## src/rtl/rx_os_decoder.sv

```systemverilog
// rx_os_decoder
// Per-lane receive ordered-set decoder for the Gen1/Gen2 8b/10b symbol
// stream (one symbol per clock). Recognises TS1, TS2, SKP and EIOS, latches
// the TS fields, counts consecutive identical TSs and flags malformed sets.
//
// Ports:
//   pclk, reset              PIPE clock (rising edge), async active-high reset
//   RxData, RxDataK, RxValid received symbol, K flag, symbol qualifier
//   clr_count                synchronous clear of stored TS and count
//   ts_valid                 pulse one clock after TS symbol 15
//   os_type                  01 = TS1, 10 = TS2 (last completed TS)
//   link_num, lane_num       symbols 1 and 2 of the last TS
//   link_pad, lane_pad       symbol 1 / 2 was PAD
//   n_fts, rate_id, train_ctl symbols 3, 4, 5 of the last TS
//   consec_cnt, ts_consec_ok consecutive identical TS count, count >= target
//   skp_det, skp_len         SKP set completed, its SKP symbol count
//   eios_det, os_err         EIOS received, malformed ordered set
//
// Optional feature: define RX_OS_ERRCNT_EN to add err_cnt, an 8-bit
// saturating count of os_err pulses cleared by reset or clr_count.

module rx_os_decoder #(
    parameter int CONSEC_TARGET = 8,
    parameter int MAX_SKP       = 5
) (
    input  logic       pclk,
    input  logic       reset,
    input  logic [7:0] RxData,
    input  logic       RxDataK,
    input  logic       RxValid,
    input  logic       clr_count,
    output logic       ts_valid,
    output logic [1:0] os_type,
    output logic [7:0] link_num,
    output logic [7:0] lane_num,
    output logic       link_pad,
    output logic       lane_pad,
    output logic [7:0] n_fts,
    output logic [7:0] rate_id,
    output logic [7:0] train_ctl,
    output logic [3:0] consec_cnt,
    output logic       ts_consec_ok,
    output logic       skp_det,
    output logic [2:0] skp_len,
    output logic       eios_det,
    output logic       os_err
`ifdef RX_OS_ERRCNT_EN
    ,
    output logic [7:0] err_cnt
`endif
);

    localparam logic [7:0] SYM_COM = 8'hBC;
    localparam logic [7:0] SYM_SKP = 8'h1C;
    localparam logic [7:0] SYM_IDL = 8'h7C;
    localparam logic [7:0] SYM_PAD = 8'hF7;
    localparam logic [7:0] TS1_ID  = 8'h4A;
    localparam logic [7:0] TS2_ID  = 8'h45;
    localparam logic [2:0] SKP_LAST = 3'(MAX_SKP - 1);
    localparam logic [3:0] TARGET   = 4'(CONSEC_TARGET);

    typedef enum logic [2:0] {HUNT, HDR, TSID, SKPS, IDLS} state_t;

    state_t     state_q, state_d;
    logic [3:0] idx_q, idx_d;
    logic [2:0] cnt_q, cnt_d;

    // Shadow copy of the TS under construction
    logic [7:0] shLink_q, shLane_q, shFts_q, shRate_q, shCtl_q, id_q;
    logic       shLinkPad_q, shLanePad_q;

    // Output registers and the stored-TS valid flag
    logic       tsValid_q, tsValid_d;
    logic [1:0] osType_q, osType_d;
    logic [7:0] link_q, link_d, lane_q, lane_d, fts_q, fts_d;
    logic [7:0] rate_q, rate_d, ctl_q, ctl_d;
    logic       linkPad_q, linkPad_d, lanePad_q, lanePad_d;
    logic [3:0] consec_q, consec_d;
    logic       prevValid_q, prevValid_d;
    logic       skpDet_q, skpDet_d, eiosDet_q, eiosDet_d, osErr_q, osErr_d;
    logic [2:0] skpLen_q, skpLen_d;

    logic       isCom, isSkp, isIdl, isPad, isData;
    logic       tsDone, skpDone, eiosDone, errHit;
    logic [2:0] skpLenNew;
    logic [1:0] newType;
    logic       tsMatch;

    assign isCom  = RxDataK && (RxData == SYM_COM);
    assign isSkp  = RxDataK && (RxData == SYM_SKP);
    assign isIdl  = RxDataK && (RxData == SYM_IDL);
    assign isPad  = RxDataK && (RxData == SYM_PAD);
    assign isData = !RxDataK;

    // State register
    always_ff @(posedge pclk or posedge reset) begin
        if (reset) begin
            state_q <= HUNT;
            idx_q   <= 4'd0;
            cnt_q   <= 3'd0;
        end else begin
            state_q <= state_d;
            idx_q   <= idx_d;
            cnt_q   <= cnt_d;
        end
    end

    // Next-state logic; also raises the per-symbol completion/error events
    always_comb begin
        state_d   = state_q;
        idx_d     = idx_q;
        cnt_d     = cnt_q;
        tsDone    = 1'b0;
        skpDone   = 1'b0;
        skpLenNew = cnt_q;
        eiosDone  = 1'b0;
        errHit    = 1'b0;
        if (RxValid) begin
            case (state_q)
                HUNT: begin
                    if (isCom) begin
                        state_d = HDR;
                        idx_d   = 4'd1;
                    end
                end
                HDR: begin
                    case (idx_q)
                        4'd1: begin
                            if (isSkp) begin
                                cnt_d = 3'd1;
                                if (MAX_SKP == 1) begin
                                    skpDone   = 1'b1;
                                    skpLenNew = 3'd1;
                                    state_d   = HUNT;
                                end else begin
                                    state_d = SKPS;
                                end
                            end else if (isIdl) begin
                                state_d = IDLS;
                                cnt_d   = 3'd1;
                            end else if (isData || isPad) begin
                                idx_d = 4'd2;
                            end else begin
                                errHit = 1'b1;
                            end
                        end
                        4'd2: begin
                            if (isData || isPad) idx_d = 4'd3;
                            else                 errHit = 1'b1;
                        end
                        default: begin
                            if (!isData) begin
                                errHit = 1'b1;
                            end else if (idx_q == 4'd5) begin
                                state_d = TSID;
                                idx_d   = 4'd6;
                            end else begin
                                idx_d = idx_q + 4'd1;
                            end
                        end
                    endcase
                end
                TSID: begin
                    // Index 6 picks the ID; the remaining nine must repeat it
                    if (isData && ((idx_q == 4'd6 && (RxData == TS1_ID || RxData == TS2_ID)) ||
                                   (idx_q != 4'd6 && RxData == id_q))) begin
                        if (idx_q == 4'd15) begin
                            tsDone  = 1'b1;
                            state_d = HUNT;
                        end else begin
                            idx_d = idx_q + 4'd1;
                        end
                    end else begin
                        errHit = 1'b1;
                    end
                end
                SKPS: begin
                    skpDone = 1'b1;
                    if (isSkp && cnt_q != SKP_LAST) begin
                        skpDone = 1'b0;
                        cnt_d   = cnt_q + 3'd1;
                    end else if (isSkp) begin
                        skpLenNew = cnt_q + 3'd1;
                        state_d   = HUNT;
                    end else if (isCom) begin
                        // The terminator is treated as a fresh HUNT symbol
                        state_d = HDR;
                        idx_d   = 4'd1;
                    end else begin
                        state_d = HUNT;
                    end
                end
                IDLS: begin
                    if (!isIdl) begin
                        errHit = 1'b1;
                    end else if (cnt_q == 3'd2) begin
                        eiosDone = 1'b1;
                        state_d  = HUNT;
                    end else begin
                        cnt_d = cnt_q + 3'd1;
                    end
                end
                default: state_d = HUNT;
            endcase
            // A COM inside a broken set starts the next set at once
            if (errHit) begin
                state_d = isCom ? HDR : HUNT;
                idx_d   = 4'd1;
            end
        end
    end

    assign newType = (id_q == TS1_ID) ? 2'b01 : 2'b10;
    assign tsMatch = prevValid_q && (newType == osType_q) &&
                     (shLink_q == link_q) && (shLinkPad_q == linkPad_q) &&
                     (shLane_q == lane_q) && (shLanePad_q == lanePad_q) &&
                     (shFts_q == fts_q) && (shRate_q == rate_q) && (shCtl_q == ctl_q);

    // Output logic; clr_count takes effect before a TS completing alongside it
    always_comb begin
        tsValid_d   = tsDone;
        skpDet_d    = skpDone;
        eiosDet_d   = eiosDone;
        osErr_d     = errHit;
        skpLen_d    = skpDone ? skpLenNew : skpLen_q;
        osType_d    = osType_q;
        link_d      = link_q;
        lane_d      = lane_q;
        linkPad_d   = linkPad_q;
        lanePad_d   = lanePad_q;
        fts_d       = fts_q;
        rate_d      = rate_q;
        ctl_d       = ctl_q;
        consec_d    = consec_q;
        prevValid_d = prevValid_q;
        if (clr_count) begin
            consec_d    = 4'd0;
            prevValid_d = 1'b0;
        end
        if (tsDone) begin
            osType_d    = newType;
            link_d      = shLink_q;
            lane_d      = shLane_q;
            linkPad_d   = shLinkPad_q;
            lanePad_d   = shLanePad_q;
            fts_d       = shFts_q;
            rate_d      = shRate_q;
            ctl_d       = shCtl_q;
            prevValid_d = 1'b1;
            if (tsMatch && !clr_count) consec_d = (consec_q == 4'd15) ? 4'd15 : consec_q + 4'd1;
            else                       consec_d = 4'd1;
        end
    end

    // Shadow capture of TS fields while the set is being received
    always_ff @(posedge pclk or posedge reset) begin
        if (reset) begin
            shLink_q    <= 8'd0;
            shLane_q    <= 8'd0;
            shFts_q     <= 8'd0;
            shRate_q    <= 8'd0;
            shCtl_q     <= 8'd0;
            shLinkPad_q <= 1'b0;
            shLanePad_q <= 1'b0;
            id_q        <= 8'd0;
        end else if (RxValid) begin
            if (state_q == HDR) begin
                case (idx_q)
                    4'd1: begin shLink_q <= RxData; shLinkPad_q <= isPad; end
                    4'd2: begin shLane_q <= RxData; shLanePad_q <= isPad; end
                    4'd3: shFts_q  <= RxData;
                    4'd4: shRate_q <= RxData;
                    4'd5: shCtl_q  <= RxData;
                    default: ;
                endcase
            end
            if (state_q == TSID && idx_q == 4'd6) id_q <= RxData;
        end
    end

    // Output registers
    always_ff @(posedge pclk or posedge reset) begin
        if (reset) begin
            tsValid_q   <= 1'b0;
            osType_q    <= 2'd0;
            link_q      <= 8'd0;
            lane_q      <= 8'd0;
            linkPad_q   <= 1'b0;
            lanePad_q   <= 1'b0;
            fts_q       <= 8'd0;
            rate_q      <= 8'd0;
            ctl_q       <= 8'd0;
            consec_q    <= 4'd0;
            prevValid_q <= 1'b0;
            skpDet_q    <= 1'b0;
            skpLen_q    <= 3'd0;
            eiosDet_q   <= 1'b0;
            osErr_q     <= 1'b0;
        end else begin
            tsValid_q   <= tsValid_d;
            osType_q    <= osType_d;
            link_q      <= link_d;
            lane_q      <= lane_d;
            linkPad_q   <= linkPad_d;
            lanePad_q   <= lanePad_d;
            fts_q       <= fts_d;
            rate_q      <= rate_d;
            ctl_q       <= ctl_d;
            consec_q    <= consec_d;
            prevValid_q <= prevValid_d;
            skpDet_q    <= skpDet_d;
            skpLen_q    <= skpLen_d;
            eiosDet_q   <= eiosDet_d;
            osErr_q     <= osErr_d;
        end
    end

`ifdef RX_OS_ERRCNT_EN
    logic [7:0] errCnt_q, errCnt_d;

    // Saturating error counter; a clear in the same cycle as an error gives 1
    always_comb begin
        errCnt_d = clr_count ? 8'd0 : errCnt_q;
        if (errHit) errCnt_d = (errCnt_d == 8'hFF) ? 8'hFF : errCnt_d + 8'd1;
    end

    always_ff @(posedge pclk or posedge reset) begin
        if (reset) errCnt_q <= 8'd0;
        else       errCnt_q <= errCnt_d;
    end

    assign err_cnt = errCnt_q;
`endif

    assign ts_valid     = tsValid_q;
    assign os_type      = osType_q;
    assign link_num     = link_q;
    assign lane_num     = lane_q;
    assign link_pad     = linkPad_q;
    assign lane_pad     = lanePad_q;
    assign n_fts        = fts_q;
    assign rate_id      = rate_q;
    assign train_ctl    = ctl_q;
    assign consec_cnt   = consec_q;
    assign ts_consec_ok = (consec_q >= TARGET);
    assign skp_det      = skpDet_q;
    assign skp_len      = skpLen_q;
    assign eios_det     = eiosDet_q;
    assign os_err       = osErr_q;

endmodule

```

## config.mk

```make
export PLATFORM = sky130hd
export DESIGN_NAME = rx_os_decoder
export DESIGN_NICKNAME = d
export VERILOG_FILES = /design/src/rtl/rx_os_decoder.sv
export SDC_FILE = /design/constraint.sdc
export NUM_CORES = 1
export LEC_CHECK = 0
export BUFFER_PORTS_ARGS = -buffer_cell sky130_fd_sc_hd__buf_2
export CAP_MARGIN = 40
export CORE_MARGIN = 2
export CORE_UTILIZATION = 45
export CTS_BUF_LIST = sky130_fd_sc_hd__clkbuf_8
export DETAILED_ROUTE_END_ITERATION = 10
export GPL_TIMING_DRIVEN = 0
export PLACE_DENSITY = 0.63
export SLEW_MARGIN = 5
export SYNTH_ARGS = -nofsm -noshare
export SYNTH_HDL_FRONTEND = slang
export SYNTH_SLANG_ARGS = --single-unit
```

## constraint.sdc

```tcl
create_clock -name pclk -period 4.54 [get_ports pclk]
set_input_delay 0.681 -clock pclk [delete_from_list [all_inputs] [get_ports pclk]]
set_output_delay 0.681 -clock pclk [all_outputs]
set_load 0.005 [all_outputs]
```

* Word-level counts from Yosys, hierarchy flattened *
Cells that the tools add are included.

word-level totals
  register bits after elaboration = 116
  bits in latches = 0
  memory bits (writable) = 0
  ROM bits = 0
  bits of input ports = 13
  output and inout port bits = 56
  word-level logic and storage cells = 187
  memories kept = 0

operators by class
  $add $sub $neg = 3
  multiply operators = 0
  divide/modulo/power cells = 0
  $lt $le $gt $ge = 1
  equality and inequality tests = 53
  shift operators = 0
  multiplexer cells = 68
  bitwise gates (word level) = 0
  reduce and logical (&&, ||, !) cells = 36

operators by type and width
  cell                   count
  $mux W4                16
  $mux W3                21
  $eq A8 B8 Y1           6
  $ne A3 B3 Y1 const B   11
  $eq A8 B7 Y1 const B   4
  $mux W1                23
  $reduce_and A11 Y1     2
  $logic_and A1 B1 Y1    18
  $eq A8 B8 Y1 const B   2
  $ne A4 B4 Y1 const B   4
  $pmux W4 S4            1
  $pmux W3 S5            1
  $reduce_and A3 Y1      5
  $eq A4 B3 Y1 const B   3
  $ne A4 B3 Y1 const B   3
  $eq A3 B2 Y1 const B   3
  $pmux W3 S3            1
  $add A4 B1 Y4 const B  2
  $eq A4 B2 Y1 const B   2
  $eq A4 B4 Y1 const B   2
  $eq A8 B5 Y1 const B   1
  $pmux W4 S2            1
  $reduce_and A7 Y1      1
  $ne A2 B2 Y1 const B   3
  21 further kinds       25

* Depth between registers and ports, before layout *
  depth in word-level cells = 14
  mapped depth = 10
  mapped depth without buffers = 8

* Worst setup path after synthesis *
Ideal clock, no wire load.

  path type = input to register
  start = input RxData[3]
  end = register lane_q[0], in the netlist lane_num[0]
  setup time = 125 ps
  arrival time = 2290 ps
  required time = 4415 ps
  path slack = 2125 ps
  stages = 8
  cells stage by stage = buf_6 xor2_1 nor4_2 nand3_1 a2111o_1 buf_6 buf_6 mux2_4

between the ends
  cells in the longest elaborated chain, start to end = 8

RTL lines
  element                  line  source
  from (decl)              28    input logic [7:0] RxData,
  $eq A8 B7 Y1             165   if (isData && ((idx_q == 4'd6 && (RxData == TS1_ID || RxData == TS2_ID)) ||
  $logic_or A1 B1 Y1       165
  $logic_and A1 B1 Y1      165
  $logic_or A1 B1 Y1 (*)   165
  $logic_and A1 B1 Y1 (*)  165
  $mux W1 (*)              165
  $mux W1 (*)              119   case (state_q)
  $mux W1 (*)              118   if (RxValid) begin
  to (signal assigned)     303   lane_q <= lane_d;
  to (decl)                75    logic [7:0] link_q, link_d, lane_q, lane_d, fts_q, fts_d;

Every way passes the cells marked *; elsewhere a longest branch is shown, timed or not.
A chain may end at the register's enable or synchronous reset.

* Worst setup path after layout *
  start = register idx_q[0]
  end = register state_q[2]

between the ends
  cells in the longest elaborated chain, start to end = 9

RTL lines
  element                                              line      source
  from (decl)                                          65        logic [3:0] idx_q, idx_d;
  from (signal assigned)                               103       idx_q <= idx_d;
  $eq A4 B3 Y1 / $ne A4 B3 Y1 (equally long branches)  165, 166
  $logic_and A1 B1 Y1 (on tied branches)               165, 166
  $logic_or A1 B1 Y1                                   165
  $logic_and A1 B1 Y1                                  165
  $mux W1                                              165
  $pmux W1 S3                                          119
  $mux W1                                              118
  $ne A5 B5 Y1 (no line) (tied with other cells)       n/a
  $reduce_and A11 Y1 (no line)                         n/a
  to (signal assigned)                                 102       state_q <= state_d;
  to (decl)                                            64        state_t state_q, state_d;

Several ways; a longest one is shown, not always the timed one. The select of a mux whose other input is x is not followed.

==> flow_metrics.py <==
metrics = {
    "synthesis": {
        "synthTopCellsByCount": "dfrtp_1, mux2_2, mux2_4",
        "yosys_warnings": 0,
        "yosys_most_used_dff": "dfrtp_1",
        "synth_area_sq_um": 6057,
        "synth_top_area_share": 0.4792,
        "ys_seq_area_frac": 0.4792,
        "synth_edf_count": 0,
        "synth.distinct_cells": 67,
        "synth_area_leaders": "dfrtp_1, mux2_4, mux2_2",
        "synth_async_sr_flop_share": 1.000,
        "ys_seq_elements": 116,
        "syn-num-nets": 537,
        "synth_area_per_cell_sq_um": 11.76,
        "synthMostInstantiatedCell": "dfrtp_1",
        "syn_inst": 515,
        "synth_area_leader_cell": "dfrtp_1",
    },
    "worst_setup_path": {
        "cp_top_family": "simple AND/OR/NAND/NOR gates",
        "r2r-end": "state_q[2]",
        "crit_type": "reg2reg",
        "rr_startpoint": "idx_q[0]",
        "critPathLaunchType": "flop",
        "timing.critical_path.required_ns": 4.88,
        "slowest_delay_ns": 0.52,
        "path_buf_inv": 1,
        "critPathArrivalTime_ns": 3.21,
        "r2r_slack_ns": 1.68,
        "path_cells": "inv_1, ha_1, and3b_1, nor4_2, nand4b_1, a21oi_1, nand2_1, o32ai_1",
        "cp-end-kind": "flop",
        "rr_worst_depth": 8,
        "cp.depth": 8,
        "crit_fanout": 7,
        "critPathSlowestCell": "a21oi_1",
    },
    "floorplan": {
        "num_rows": 42,
        "die_w_microns": 120.0,
        "core_area_sq_um": 13190,
        "io_pins": 69,
        "initial_core_util": 0.4592,
        "die_area_sq_um": 14400,
        "dieHeight_microns": 120.0,
    },
    "drt": {
        "drc_errors": 0,
        "drt_wl_total_mm": 14.19,
        "drt_first_pass_iters": 4,
        "num_vias": 4338,
        "routed_via_density": 5.491,
        "drt_iter0_markers": 342,
        "drt.antenna.violating_nets": 0,
        "wire_per_inst_microns": 17.97,
    },
    "worst_hold_path": {
        "hold_class": "in2async",
    },
    "power": {
        "leakage_nw": 3.522,
        "powerDensity_nw_per_um2": 448.4,
        "vdd_ir_drop_max_v": 0.0002364,
    },
    "timing": {
        "final_max_slew_viol_count": 0,
        "period_share": 0.6306,
        "finalSetupViolCount": 0,
        "tns_ns": 0,
        "rsz0062_at_grt": "no",
        "tightest_slew_ns": 0.7270,
        "slew-limit-headroom": 0.5028,
        "min_period_ns": 2.863,
        "fmax_mhz": 349.3,
        "worst_slack_ns": 1.677,
        "hold_violations": 0,
        "clock_skew_ns": 0.01200,
    },
    "placed_design": {
        "io_buffers": 66,
        "place_ws_ns": 1.550,
        "gp_congestion": 0.8515,
        "dp_hpwl_mm": 9.797,
        "dp_cells": 758,
    },
    "clock_tree": {
        "cts_buffers": 17,
        "clk_path_buf_depth": 2,
        "post_cts_buffers": 0,
        "cts_tree": "yes",
        "htree_levels": 4,
        "holdBufCountCts": 0,
        "worstSkewPairLatency_ns": 0.45,
        "path_clk_slew_ns": 0.08,
        "clockRootBuffer": "clkbuf_8",
        "cts-resized-gates": 0,
        "cts_sinks": 116,
    },
    "finish": {
        "n_fill_cell": 1207,
        "seq_area_sq_um": 2903,
        "antenna_cells": 0,
        "instances_no_fill": 790,
        "syn_to_final_growth_pct": 17.08,
        "final_nets": 623,
        "drive_gt1_frac": 0.3339,
        "multiInputGateArea_sq_um": 2905,
    },
    "grt": {
        "track_usage": 0.2123,
        "grt_pass1_vias": 4351,
        "antenna_found_initial": 0,
        "overflow": 0,
        "grt_pass1_wl_mm": 23.25,
        "grt_max_degree": 89,
    },
    "status": {
        "status": "complete, no violations",
    },
    "job": {
        "cap_violations": 0,
    },
}
## layer usage
layer,share of wire,GRT usage,routed length [microns],up-vias
met5,0,0,0,-
met4,0.010,0.05368,144,0
met3,0.049,0.06321,694,16
met2,0.49,0.3430,6932,121
met1,0.45,0.2800,6423,2170
li1,-,-,-,2031
## worst register-to-register path: stages, from the launching register on
cell	delay, ns
dfrtp_1	0.44
inv_1	0.11
ha_1	0.30
and3b_1	0.27
nor4_2	0.38
nand4b_1	0.26
a21oi_1	0.52
nand2_1	0.17
o32ai_1	0.31
## layout make-up
cell class | count | area share
plain buffers | 24 | 0.02029
clock buffers | 20 | 0.03881
clock inverters | 12 | 0.02488
inverters | 28 | 0.01553
multi-input cells | 347 | 0.4097
flip-flops and latches | 116 | 0.4093
well taps | 176 | 0.03105
repair buffers | 67 | 0.05046
## layout by cell type (no fill, tap or decap), types with 8 or more instances in the layout
cell	Yosys	routed
xor2_1	9	9
nand2_1	27	27
dfrtp_1	116	116
ha_1	9	9
nand3_1	11	11
nand4_1	10	10
nor2_1	11	11
xnor2_1	33	33
nor2b_1	13	13
o21ai_0	27	27
buf_2	7	73
clkbuf_8	0	20
mux2_2	45	45
nand2b_1	8	8
mux2_4	35	35
inv_1	28	28
clkbuf_1	10	10
a21oi_1	11	11
## through the flow
step / utilization / power, mW / hold WS [ns] / cell area, sq um
finish: 0.5377 / 3.180 / 0.1863 / 7092
global route: 0.5377 / 3.357 / 0.1814 / 7092
CTS: 0.5377 / 3.194 / 0.1859 / 7092
detailed placement: 0.5034 / 2.104 / 0.4880 / 6640
global placement: 0.5009 / 2.079 / 0.4719 / 6608
floorplan: - / 1.900 / 0.4498 / 6057
## worst max-delay path by stage
stage	start	to
final	idx_q[0]	state_q[2]
after detailed placement	RxData[1]	state_q[2]
after CTS	idx_q[0]	state_q[2]
after global routing	idx_q[0]	state_q[2]
after global placement	reset	rate_id[7]
after floorplan	reset	cnt_q[0]
## logic make-up (layout without fill, tap and decap cells)
group / after synthesis / after routing / share of synthesized area
AND/OR/NAND/NOR: 123 / 123 / 0.1211
flip-flops: 116 / 116 / 0.4792
XOR/XNOR: 42 / 42 / 0.06073
adder cells (fa/ha/maj): 9 / 9 / 0.01859
AO/OA/AOI/OAI: 93 / 93 / 0.1089
buffers and inverters: 52 / 151 / 0.04111
multiplexers: 80 / 80 / 0.1704
## state kept, by name, indices dropped and copies added, names as in the netlist, 3 cells and up
| name | flops |
|---|---|
| id_q | 8 |
| lane_num | 8 |
| link_num | 8 |
| n_fts | 8 |
| rate_id | 8 |
| shCtl_q | 8 |
| shFts_q | 8 |
| shLane_q | 8 |
| shLink_q | 8 |
| shRate_q | 8 |
| train_ctl | 8 |
| consec_cnt | 4 |
| idx_q | 4 |
| cnt_q | 3 |
| skp_len | 3 |
| state_q | 3 |
## power by group
| part | switching (mW) | internal, mW |
|---|---|---|
| sequential | 0.139 | 1.18 |
| combinational | 0.409 | 0.363 |
| clock | 0.441 | 0.643 |
(Power assumes the default switching activity.)
